### src/rtl/gpu_pkg.sv
// Shared GPU constants: read-buffer opcode, FMA/line/word geometry and the
// assembly round encoding used by the write buffer and the memory block.
package gpu_pkg;

  localparam logic [3:0] OP_READ_BUFFER  = 4'b1010;
  localparam int         GPU_FMA_COUNT   = 2;
  localparam int         GPU_WORD_WIDTH  = 16;
  localparam int         GPU_LINE_WIDTH  = GPU_FMA_COUNT * 3 * GPU_WORD_WIDTH;
  localparam int         GPU_INSTR_WIDTH = 32;

  typedef enum logic [1:0] {
    ROUND_0 = 2'd0,
    ROUND_1 = 2'd1,
    ROUND_2 = 2'd2
  } round_e;

  function automatic logic is_read_buffer(input logic [3:0] opcode);
    return opcode == OP_READ_BUFFER;
  endfunction

endpackage

### src/rtl/fma_write_buffer_line_fifo2.sv
// Two-entry line FIFO for the FMA write buffer. Storage is not reset; the
// head is masked to zero while empty so stale lines never leak out.
module line_fifo2 #(
  parameter int WIDTH = 96
) (
  input  logic             clk_in,
  input  logic             rst_in,
  input  logic             push,
  input  logic [WIDTH-1:0] push_data,
  input  logic             pop,
  output logic [WIDTH-1:0] head,
  output logic [1:0]       count
);

  logic [WIDTH-1:0] mem [2];
  logic             wr_ptr;
  logic             rd_ptr;
  logic             do_push;
  logic             do_pop;

  assign do_pop  = pop && (count != 2'd0);
  assign do_push = push && ((count != 2'd2) || do_pop);

  always_ff @(posedge clk_in) begin
    if (do_push) mem[wr_ptr] <= push_data;
  end

  always_ff @(posedge clk_in) begin
    if (rst_in) begin
      wr_ptr <= 1'b0;
      rd_ptr <= 1'b0;
      count  <= 2'd0;
    end else begin
      if (do_push) wr_ptr <= ~wr_ptr;
      if (do_pop)  rd_ptr <= ~rd_ptr;
      case ({do_push, do_pop})
        2'b10:   count <= count + 2'd1;
        2'b01:   count <= count - 2'd1;
        default: count <= count;
      endcase
    end
  end

  assign head = (count == 2'd0) ? '0 : mem[rd_ptr];

endmodule

### src/rtl/fma_write_buffer.sv
// Packs three beats of FMA results into a cache line and queues it for memory.
// Optional sticky overflow/underflow flags are built when WRITE_BUFFER_ERR_EN is defined.
module fma_write_buffer
  import gpu_pkg::*;
#(
  parameter int FMA_COUNT         = GPU_FMA_COUNT,
  parameter int WORD_WIDTH        = GPU_WORD_WIDTH,
  parameter int LINE_WIDTH        = GPU_LINE_WIDTH,
  parameter int INSTRUCTION_WIDTH = GPU_INSTR_WIDTH
) (
  input  logic                           clk_in,
  input  logic                           rst_in,
  input  logic [FMA_COUNT*WORD_WIDTH-1:0] fma_result_in,
  input  logic                           fma_valid_in,
  output logic                           fma_ready_out,
  input  logic [0:INSTRUCTION_WIDTH-1]   instr_in,
  input  logic                           instr_valid_in,
  output logic [LINE_WIDTH-1:0]          buffer_read_out,
  output logic                           buffer_valid_out,
  output logic [1:0]                     err_out
);

  round_e                round_q;
  logic [LINE_WIDTH-1:0] asm_q;
  logic [LINE_WIDTH-1:0] line_next;
  logic [1:0]            count;
  logic                  read_op;
  logic                  accept;
  logic                  commit;
  logic                  pop;
  logic                  unused_instr;

  assign unused_instr  = ^instr_in[4:INSTRUCTION_WIDTH-1];
  assign read_op       = instr_valid_in && is_read_buffer(instr_in[0:3]);
  assign fma_ready_out = !((count == 2'd2) && (round_q == ROUND_2));
  assign accept        = fma_valid_in && fma_ready_out;
  assign commit        = accept && (round_q == ROUND_2);
  assign pop           = read_op && (count != 2'd0);

  // Word w = round*FMA_COUNT + i lands MSB-first in the line.
  always_comb begin
    line_next = asm_q;
    for (int r = 0; r < 3; r++) begin
      for (int i = 0; i < FMA_COUNT; i++) begin
        if (round_q == 2'(r))
          line_next[LINE_WIDTH-(r*FMA_COUNT+i+1)*WORD_WIDTH +: WORD_WIDTH] =
            fma_result_in[i*WORD_WIDTH +: WORD_WIDTH];
      end
    end
  end

  always_ff @(posedge clk_in) begin
    if (rst_in) begin
      round_q <= ROUND_0;
      asm_q   <= '0;
    end else if (accept) begin
      if (commit) begin
        round_q <= ROUND_0;
        asm_q   <= '0;
      end else begin
        round_q <= (round_q == ROUND_0) ? ROUND_1 : ROUND_2;
        asm_q   <= line_next;
      end
    end
  end

  line_fifo2 #(.WIDTH(LINE_WIDTH)) u_line_fifo2 (
    .clk_in    (clk_in),
    .rst_in    (rst_in),
    .push      (commit),
    .push_data (line_next),
    .pop       (pop),
    .head      (buffer_read_out),
    .count     (count)
  );

  assign buffer_valid_out = (count != 2'd0);

`ifdef WRITE_BUFFER_ERR_EN
  logic [1:0] err_q;

  always_ff @(posedge clk_in) begin
    if (rst_in) begin
      err_q <= 2'b00;
    end else begin
      if (fma_valid_in && !fma_ready_out) err_q[0] <= 1'b1;
      if (read_op && (count == 2'd0))     err_q[1] <= 1'b1;
    end
  end

  assign err_out = err_q;
`else
  assign err_out = 2'b00;
`endif

endmodule

### config.mk
export PLATFORM = sky130hd
export DESIGN_NAME = fma_write_buffer
export DESIGN_NICKNAME = d
export VERILOG_FILES = /design/src/rtl/gpu_pkg.sv /design/src/rtl/fma_write_buffer_line_fifo2.sv /design/src/rtl/fma_write_buffer.sv
export SDC_FILE = /design/constraint.sdc
export NUM_CORES = 1
export LEC_CHECK = 0
export ABC_CLOCK_PERIOD_IN_PS = 16950
export CAP_MARGIN = 20
export CORE_ASPECT_RATIO = 0.6
export CORE_MARGIN = 5
export CORE_UTILIZATION = 50
export CTS_CLUSTER_DIAMETER = 50
export DETAILED_ROUTE_END_ITERATION = 10
export PLACE_DENSITY_LB_ADDON = 0.12
export SLEW_MARGIN = 5
export SYNTH_ARGS = -nofsm -noshare
export SYNTH_HDL_FRONTEND = slang
export SYNTH_SLANG_ARGS = --single-unit
### constraint.sdc
create_clock -name clk_in -period 16.95 [get_ports clk_in]
set_input_delay 1.695 -clock clk_in [delete_from_list [all_inputs] [get_ports clk_in]]
set_output_delay 1.695 -clock clk_in [all_outputs]
set_load 0.005 [all_outputs]
; Word-level counts from Yosys, hierarchy flattened
; Memory sizes are Yosys's and may differ from the RTL's. A register that Yosys moved wholly into a read port is not among the register bits.
; Index checks and enable logic that the tools add are counted.
[classes]
reduce_logical = 13
eq_ne = 7
add_sub_neg = 2
n_bitwise = 2
mux = 15
[op_table]
columns = op, n
row1 = two-way mux 96 bit, 2
row2 = two-way mux 16 bit, 6
row3 = logical AND 1 bit, 7
row4 = equality test 2 bit (second input constant), 3
row5 = equality test 2 x 1 -> 1 bit (second input constant), 2
row6 = equality test 4 bit (second input constant), 1
row7 = logical NOT 2 bit, 2
row8 = two-way mux 1 bit, 4
row9 = two-way mux 2 bit, 2
row10 = case mux 2 bit (2 select lines), 1
row11 = nonzero test 2 bit, 2
row12 = adder 2 x 1 -> 2 bit (second input constant), 1
row13 = != test 2 bit (second input constant), 1
row14 = inverter 1 bit, 2
row15 = subtractor 2 x 1 -> 2 bit (second input constant), 1
row16 = logical NOT 1 bit, 1
row17 = logical OR 1 bit, 1
[word_totals]
output_inout_bits = 100
ramBits = 192
inputBits = 68
wordCells = 45
memories = 1
register_bits = 102
[mem_list]
columns = memory, depth, word_bits, rd, rd_clocked_by_memory_dff, wr, line
row1 = u_line_fifo2.mem, 2, 96, 1, 1, 1, fma_write_buffer_line_fifo2.sv:15  ; logic [WIDTH-1:0] mem [2];

; Longest topological paths before layout
; Gate-level depths: netlist of run 1.
[depth]
word_depth = 8
mapped_depth = 8
mapped_depth_nobuf = 7

; Cells and area by module
; Synthesis of run 1 repeated with hierarchy kept, for this count alone.
[hier_totals]
cells_unflattened = 958
hier_area_um2 = 12005.3
[by_module_without_submodules]
columns = module, cells_per_inst, seq_area_each_um2, n_inst, area_each_um2
row1 = line_fifo2, 436, 5865.6, 1, 7511.0
row2 = fma_write_buffer, 522, 1961.9, 1, 4494.3

; Worst setup path before layout of run 1
; OpenSTA, ideal clock, no wires.
[synth_path]
path_type = input -> register
start = input port fma_valid_in
end = memory u_line_fifo2.mem[0][0] (enable)
t_required_ns = 16.399
stages = 3
setup_slack_ns = 10.455
n_path_buf = 1
arrival_time_ns = 5.943
setup_time_ns = 0.551
cell_sequence = buf_4 nand3_2 nor2_1
[synth_between]
elab_chain_len = 5
[synth_rtl]
columns = element, line
row1 = "start, declared", fma_write_buffer.sv:14  ; input logic fma_valid_in,
row2 = logical AND 1 bit, fma_write_buffer.sv:36  ; assign accept = fma_valid_in && fma_ready_out;
row3 = logical AND 1 bit, fma_write_buffer.sv:37  ; assign commit = accept && (round_q == ROUND_2);
row4 = logical AND 1 bit, fma_write_buffer_line_fifo2.sv:22  ; assign do_push = push && ((count != 2'd2) || do_pop);
row5 = two-way mux 1 bit, fma_write_buffer_line_fifo2.sv:25  ; if (do_push) mem[wr_ptr] <= push_data;
row6 = two-way mux 1 bit (not written as such), fma_write_buffer_line_fifo2.sv:25
row7 = "end, declared", fma_write_buffer_line_fifo2.sv:15
; No other way between the ends.

==> key figures, run 1 <==
Min path
  • HP Class: reg -> reg

Placed design
  • Port Buffer Count: 137
  • DP Wirelength: 16.3 mm
  • Placement Setup Slack: 11.94 ns
  • DP Area: 13400 µm²
  • Inst Count DP: 1284
  • RePlAce Congestion: about 0.74

Clocking
  • Clock buffer count from CTS: 27
  • Post-CTS Setup Inserts: 0
  • Maximum clock insertion buffer count: 3
  • TritonCTS clock tree: yes
  • Root buffer cell: clkbuf_16
  • Worst-skew pair later-pin latency: 0.52 ns
  • CTS Sinks: a little under 300
  • H-tree depth: 1
  • Cts hold-fix bufs: 0
  • CTS clock-pin slew for the worst setup and hold paths: roughly 0.06 ns
  • Post-CTS Resized: 0

Synthesis
  • Cell count after synthesis: 878
  • Avg Cell Area, Syn: between 10 and 15 µm²
  • Syn Std Cell Area: 11800 µm²
  • Seq/Total Area, Yosys: 66.5%
  • Synth cell types: 34
  • Top post-synthesis cells by area: edfxtp_1 49%, dfxtp_1 18%, mux2i_1 8.2%
  • Yosys top cell by area: edfxtp_1
  • Ys async rst share: 0%
  • FF+latch count, synth: 295
  • Count leader, synth: edfxtp_1
  • Ys flop type: edfxtp_1
  • Synth top cells by count: 192 x edfxtp_1, 104 x nor2_1, 103 x dfxtp_1
  • Top cell type's share of synthesized area: 49.0%
  • Ys Warns: 0
  • EDFF count, synth: between 150 and 200

STA
  • RSZ-0062 raised after global routing: no
  • Final WS setup: 12.11 ns
  • Final setup viols: 0
  • Final period utilization: 28.6%
  • Fmax achieved: 0.207 GHz
  • Headroom to the max-slew limit: 26.1%
  • Fin Setup TNS: 0 ns
  • Hold Slack: 0.455 ns
  • Slew at the pin closest to its max-slew limit: 1.11 ns
  • Worst Skew: 0.00883 ns
  • Period minus WS final: 4.84 ns
  • Final Slew Violations: 0
  • Final hold violations: 0

Worst setup path
  • Worst path arrival time: between 3 and 4 ns
  • CP Max Fanout: 36
  • Setup crit end kind: primary output
  • Startpoint types: flip-flop
  • Req. time, crit path: around 15 ns
  • Worst setup path class: reg -> out

Global route
  • Largest net degree at the start of global routing: 70
  • Met2 Resource Use GR: 29.0%
  • Antenna violations before repair: 0
  • Vias in the first global route: between 7k and 8k
  • First-pass GRT wire length: between 40 and 50 mm
  • Grt met3 use: 3.63%
  • Total Routing Usage GR: between 15 and 20%
  • Layer with the highest usage: met1
  • Met1 usage: 30.4%
  • Total grt overflow: 0

Power and ir drop
  • Total chip power: 1.49 mW
  • LEAKAGE: 4.82 nW
  • Max VDD drop: 86.1 µV
  • Cell Pwr Density: 104 nW/µm²

Routing
  • Routed WL: 26.6 mm
  • Routed len/inst: 19.9 µm
  • Via count: about 7k
  • Routed vias/inst: 5.33
  • Drt initial violations: 502
  • Drt drc: 0
  • Initial DRT Pass Iterations: 5
  • Antenna Nets Post-Route: 0

Floorplan
  • # rows: 43
  • DIE WIDTH: roughly 210 µm
  • Die H: around 130 µm
  • Starting Density: 50.9%
  • Die footprint: roughly 27000 µm²
  • Core area: roughly 23000 µm²
  • IO Count: 168

Outcome
  • Status: finished, final reports clean

Final layout
  • Fin util: 61.8%
  • Final Instance Area: 14300 µm²
  • Final net count: roughly 1.1k
  • Seq. cell area: 7830 µm²
  • Ratio of cells with drive above 1 in the final layout: 12.9%
  • Area growth syn-to-layout: 21.4%
  • Fill cells: 1818
  • Footprint of the multi-input gates: about 3600 µm²
  • Non-filler cells, final: 1334
  • N_diodes: 0

Run
  • Max-cap violation count: 0
[worst max-delay path, stage by stage (launching register included)]
cell and delay, ns:
dfxtp_4 0.79, buf_4 0.56, buf_16 0.31, mux2i_1 0.37, nor2_1 0.08, clkdlybuf4s50_1 0.48
[logic make-up after synthesis]
kind of cell / synth area share, %
compound gates: 7.60
buf+inv: 3.92
other cells: 0.0318
flops: 66.5
fa+ha+maj: 0.106
simple gates: 7.07
xor+xnor: 0.149
mux: 14.7
[metal layers]
layer,part of all wire [%],vias to the layer above
met5,0,-
met4,1.8,0
met3,5.6,38
met2,43,184
met1,50,3487
li1,-,3402
[worst paths after layout]
kind	start	endpoint	slack, ns	cells after the start
setup / recovery	flip-flop	buffer_read_out[35]	12.11	5
hold / removal	asm_q[22]$_SDFFE_PP0N_	asm_q[22]$_SDFFE_PP0N_	0.45	1
hold reg to reg	asm_q[22]$_SDFFE_PP0N_	asm_q[22]$_SDFFE_PP0N_	0.45	1
setup reg to reg	round_q[1]$_SDFFE_PP0N_	u_line_fifo2.mem[0][66]$_DFFE_PP_	12.83	5
[power breakdown]
part           leakage [nW]  internal (mW)  switching (mW)  total [mW]
combinational          1.69         0.0431          0.0595       0.103
clock                 0.428          0.339           0.251       0.590
sequential             2.69          0.786         0.00795       0.794
total                  4.82           1.17           0.318        1.49
[sequential cells by signal, indices dropped and copies added (netlist names), named ones only]
name,cells
asm_q,96
round_q,2
u_line_fifo2.count,2
u_line_fifo2.mem,192
u_line_fifo2.rd_ptr,1
u_line_fifo2.wr_ptr,1
[cells in the final DEF (no fill, tap or decap), types with 2 or more instances in the layout]
cell type	count
conb_1	2
dfxtp_1	102
a22o_1	32
clkdlybuf4s50_1	137
nor2_1	101
nor2_4	4
nor2b_1	2
nor2b_4	2
mux2i_1	97
inv_1	36
clkbuf_1	10
mux2_1	3
a21oi_1	2
clkinv_2	4
nand2_1	34
edfxtp_1	192
o21ai_1	30
a22oi_1	32
clkbuf_8	6
and2_1	32
buf_4	12
o21ai_0	36
clkbuf_16	29
mux2_2	64
[final cells by class]
cell class	instances	share of cell area (%)
clock buffer	45	5.91
clock inverter	4	0.140
inverter	36	0.945
multi-input combinational	488	24.9
sequential	295	54.8
tap	315	2.76
timing repair buffer	151	10.6
No activity file was read; power rests on OpenSTA's default activity.
==> inputs of run 2 (changes only) <==
ABC_CLOCK_PERIOD_IN_PS = 4100   (was 16950)
CORE_UTILIZATION = 49   (was 50)
clock period = 4.1 ns   (was 16.95 ns; I/O delays follow)
==> key figures, run 2 (same netlist as run 1, synthesis figures left out) <==
Placed design
  • Placement Setup Slack: 1.45 ns
  • Port Buffer Count: 137
  • DP Wirelength: 16.2 mm
  • RePlAce Congestion: 0.716

Floorplan
  • # rows: 43
  • Core area: 23300 µm²
  • Starting Density: 50.4%
  • DIE WIDTH: roughly 210 µm
  • IO Count: 168
  • Die H: 130 µm
  • Die footprint: roughly 27000 µm²

Final layout
  • Final net count: 1072
  • Most frequent cells in the layout: 192 x edfxtp_1, 137 x clkdlybuf4s50_1, 102 x dfxtp_1, 101 x nor2_1, 97 x mux2i_1
  • Largest registers: u_line_fifo2.mem: 192 flops, asm_q: 96 flops
  • Leading cell type in the layout, fill and taps excluded: edfxtp_1
  • Ratio of cells with drive above 1 in the final layout: 13.1%
  • Area growth syn-to-layout: 22.2%
  • N_diodes: 0
  • Reg with most FFs: u_line_fifo2.mem
  • Largest register FFs: approximately 190

Worst setup path
  • CP delay by family, top: buffers and inverters
  • CP Max Fanout: 23
  • Worst path arrival time: around 2.8 ns
  • Slowest cell on crit path: dfxtp_1
  • CP peak stage delay: 0.61 ns
  • Reg2Reg Setup Slack: approximately 1.6 ns
  • Worst-path cell chain: nor2b_4 > buf_4 > nand2_1 > clkdlybuf4s50_1
  • Req. time, crit path: 3.69 ns
  • Startpoint types: flip-flop
  • Critical path buffer and inverter count: 2
  • Setup crit end kind: primary output
  • Worst setup path class: reg -> out

Global route
  • Total grt overflow: 0
  • Largest net degree at the start of global routing: 97
  • Met1 usage: 30.6%
  • Total Routing Usage GR: between 10% and 20%
  • Layer with the highest usage: met1
  • First-pass GRT wire length: about 41 mm
  • Grt met3 use: 2.96%
  • Vias in the first global route: 6985
  • Met2 Resource Use GR: 27.8%
  • Antenna violations before repair: 0

STA
  • Worst Skew: 0.0201 ns
  • Final Slew Violations: 0
  • Period minus WS final: about 3.2 ns
  • Final setup viols: 0
  • Final hold violations: 0
  • Slew at the pin closest to its max-slew limit: between 0.9 and 1 ns
  • Final WS setup: 0.937 ns
  • Fmax achieved: 0.316 GHz
  • RSZ-0062 raised after global routing: no
  • Headroom to the max-slew limit: 33.7%
  • Final period utilization: 77.1%

Routing
  • Routed WL: 26.2 mm
  • Via count: 7058
  • Drt initial violations: 476
  • Routed vias/inst: 5.28
  • Initial DRT Pass Iterations: 5
  • Routed len/inst: slightly below 20 µm
  • Antenna Nets Post-Route: 0
  • Drt drc: 0

Power and ir drop
  • Sequential share of power: between 50% and 60%
  • LEAKAGE: 4.86 nW
  • Sw frac: 21.4%
  • Max VDD drop: around 300 µV
  • Clock power share: 40.3%
  • Total chip power: 6.21 mW
  • Cell Int Power: 4.88 mW
  • Comb pwr share: a little under 7%
  • Cell Pwr Density: 432 nW/µm²
  • Sw power: ~1.3 mW

Clocking
  • Cts hold-fix bufs: 0
  • H-tree depth: 1
  • Worst-skew pair later-pin latency: between 0.5 and 0.6 ns
  • Clock buffer count from CTS: 27
  • Post-CTS Setup Inserts: 0
  • Root buffer cell: clkbuf_16
  • CTS Sinks: 295
  • TritonCTS clock tree: yes
  • Maximum clock insertion buffer count: 3
  • CTS clock-pin slew for the worst setup and hold paths: 0.06 ns
  • Post-CTS Resized: 0

Min path
  • HP Class: reg -> reg

Run
  • Max-cap violation count: 0

Outcome
  • Status: finished, final reports clean
[run 2: power groups by stage]
stage,Combinational [mW],Clock [mW],Sequential [mW]
2_1_floorplan,0.254,0,3.34
3_3_place_gp,0.415,0,3.34
3_5_place_dp,0.429,0,3.34
4_1_cts,0.433,2.54,3.28
5_1_grt,0.472,2.68,3.28
6_report,0.431,2.50,3.28
[run 2: per-layer routing]
layer / part of all wire (%) / up-vias
met3: 4.7 / 28
met5: 0 / -
met1: 52 / 3461
li1: - / 3411
met4: 1.2 / 0
met2: 42 / 158
[run 2: final timing paths]
kind	start	to	cells after the start
max	round_q[1]$_SDFFE_PP0N_	fma_ready_out	4
min reg2reg	asm_q[25]$_SDFFE_PP0N_	asm_q[25]$_SDFFE_PP0N_	1
max reg2reg	round_q[1]$_SDFFE_PP0N_	u_line_fifo2.mem[1][25]$_DFFE_PP_	4
min	asm_q[25]$_SDFFE_PP0N_	asm_q[25]$_SDFFE_PP0N_	1
[run 2: stage by stage]
step                      instances  hold slack, ns  instance area (µm²)  TNS, ns  util [%]
after floorplan                 879           0.426                11800  -249.59         -
after global placement         1288           0.438                13500        0      57.8
after detailed placement       1289           0.442                13500        0      57.9
after CTS                      1338           0.457                14400        0      61.6
after global routing           1338           0.474                14400        0      61.6
final                          1338           0.453                14400        0      61.6
[run 2: area by class of cell]
class,instances,area (µm²)
Fill cell,1818,8960
Sequential cell,295,7830
Multi-Input combinational cell,488,3580
Timing Repair Buffer,155,1580
Clock buffer,35,736
Tap cell,315,394
Clock inverter,14,141
Inverter,36,135
[run 2: worst reg2reg max path, stage by stage (launching register included)]
cell and delay (ns):
dfxtp_1 0.61, nor2b_4 0.58, nand3_2 0.27, nor2_4 0.16
buf_12 0.47
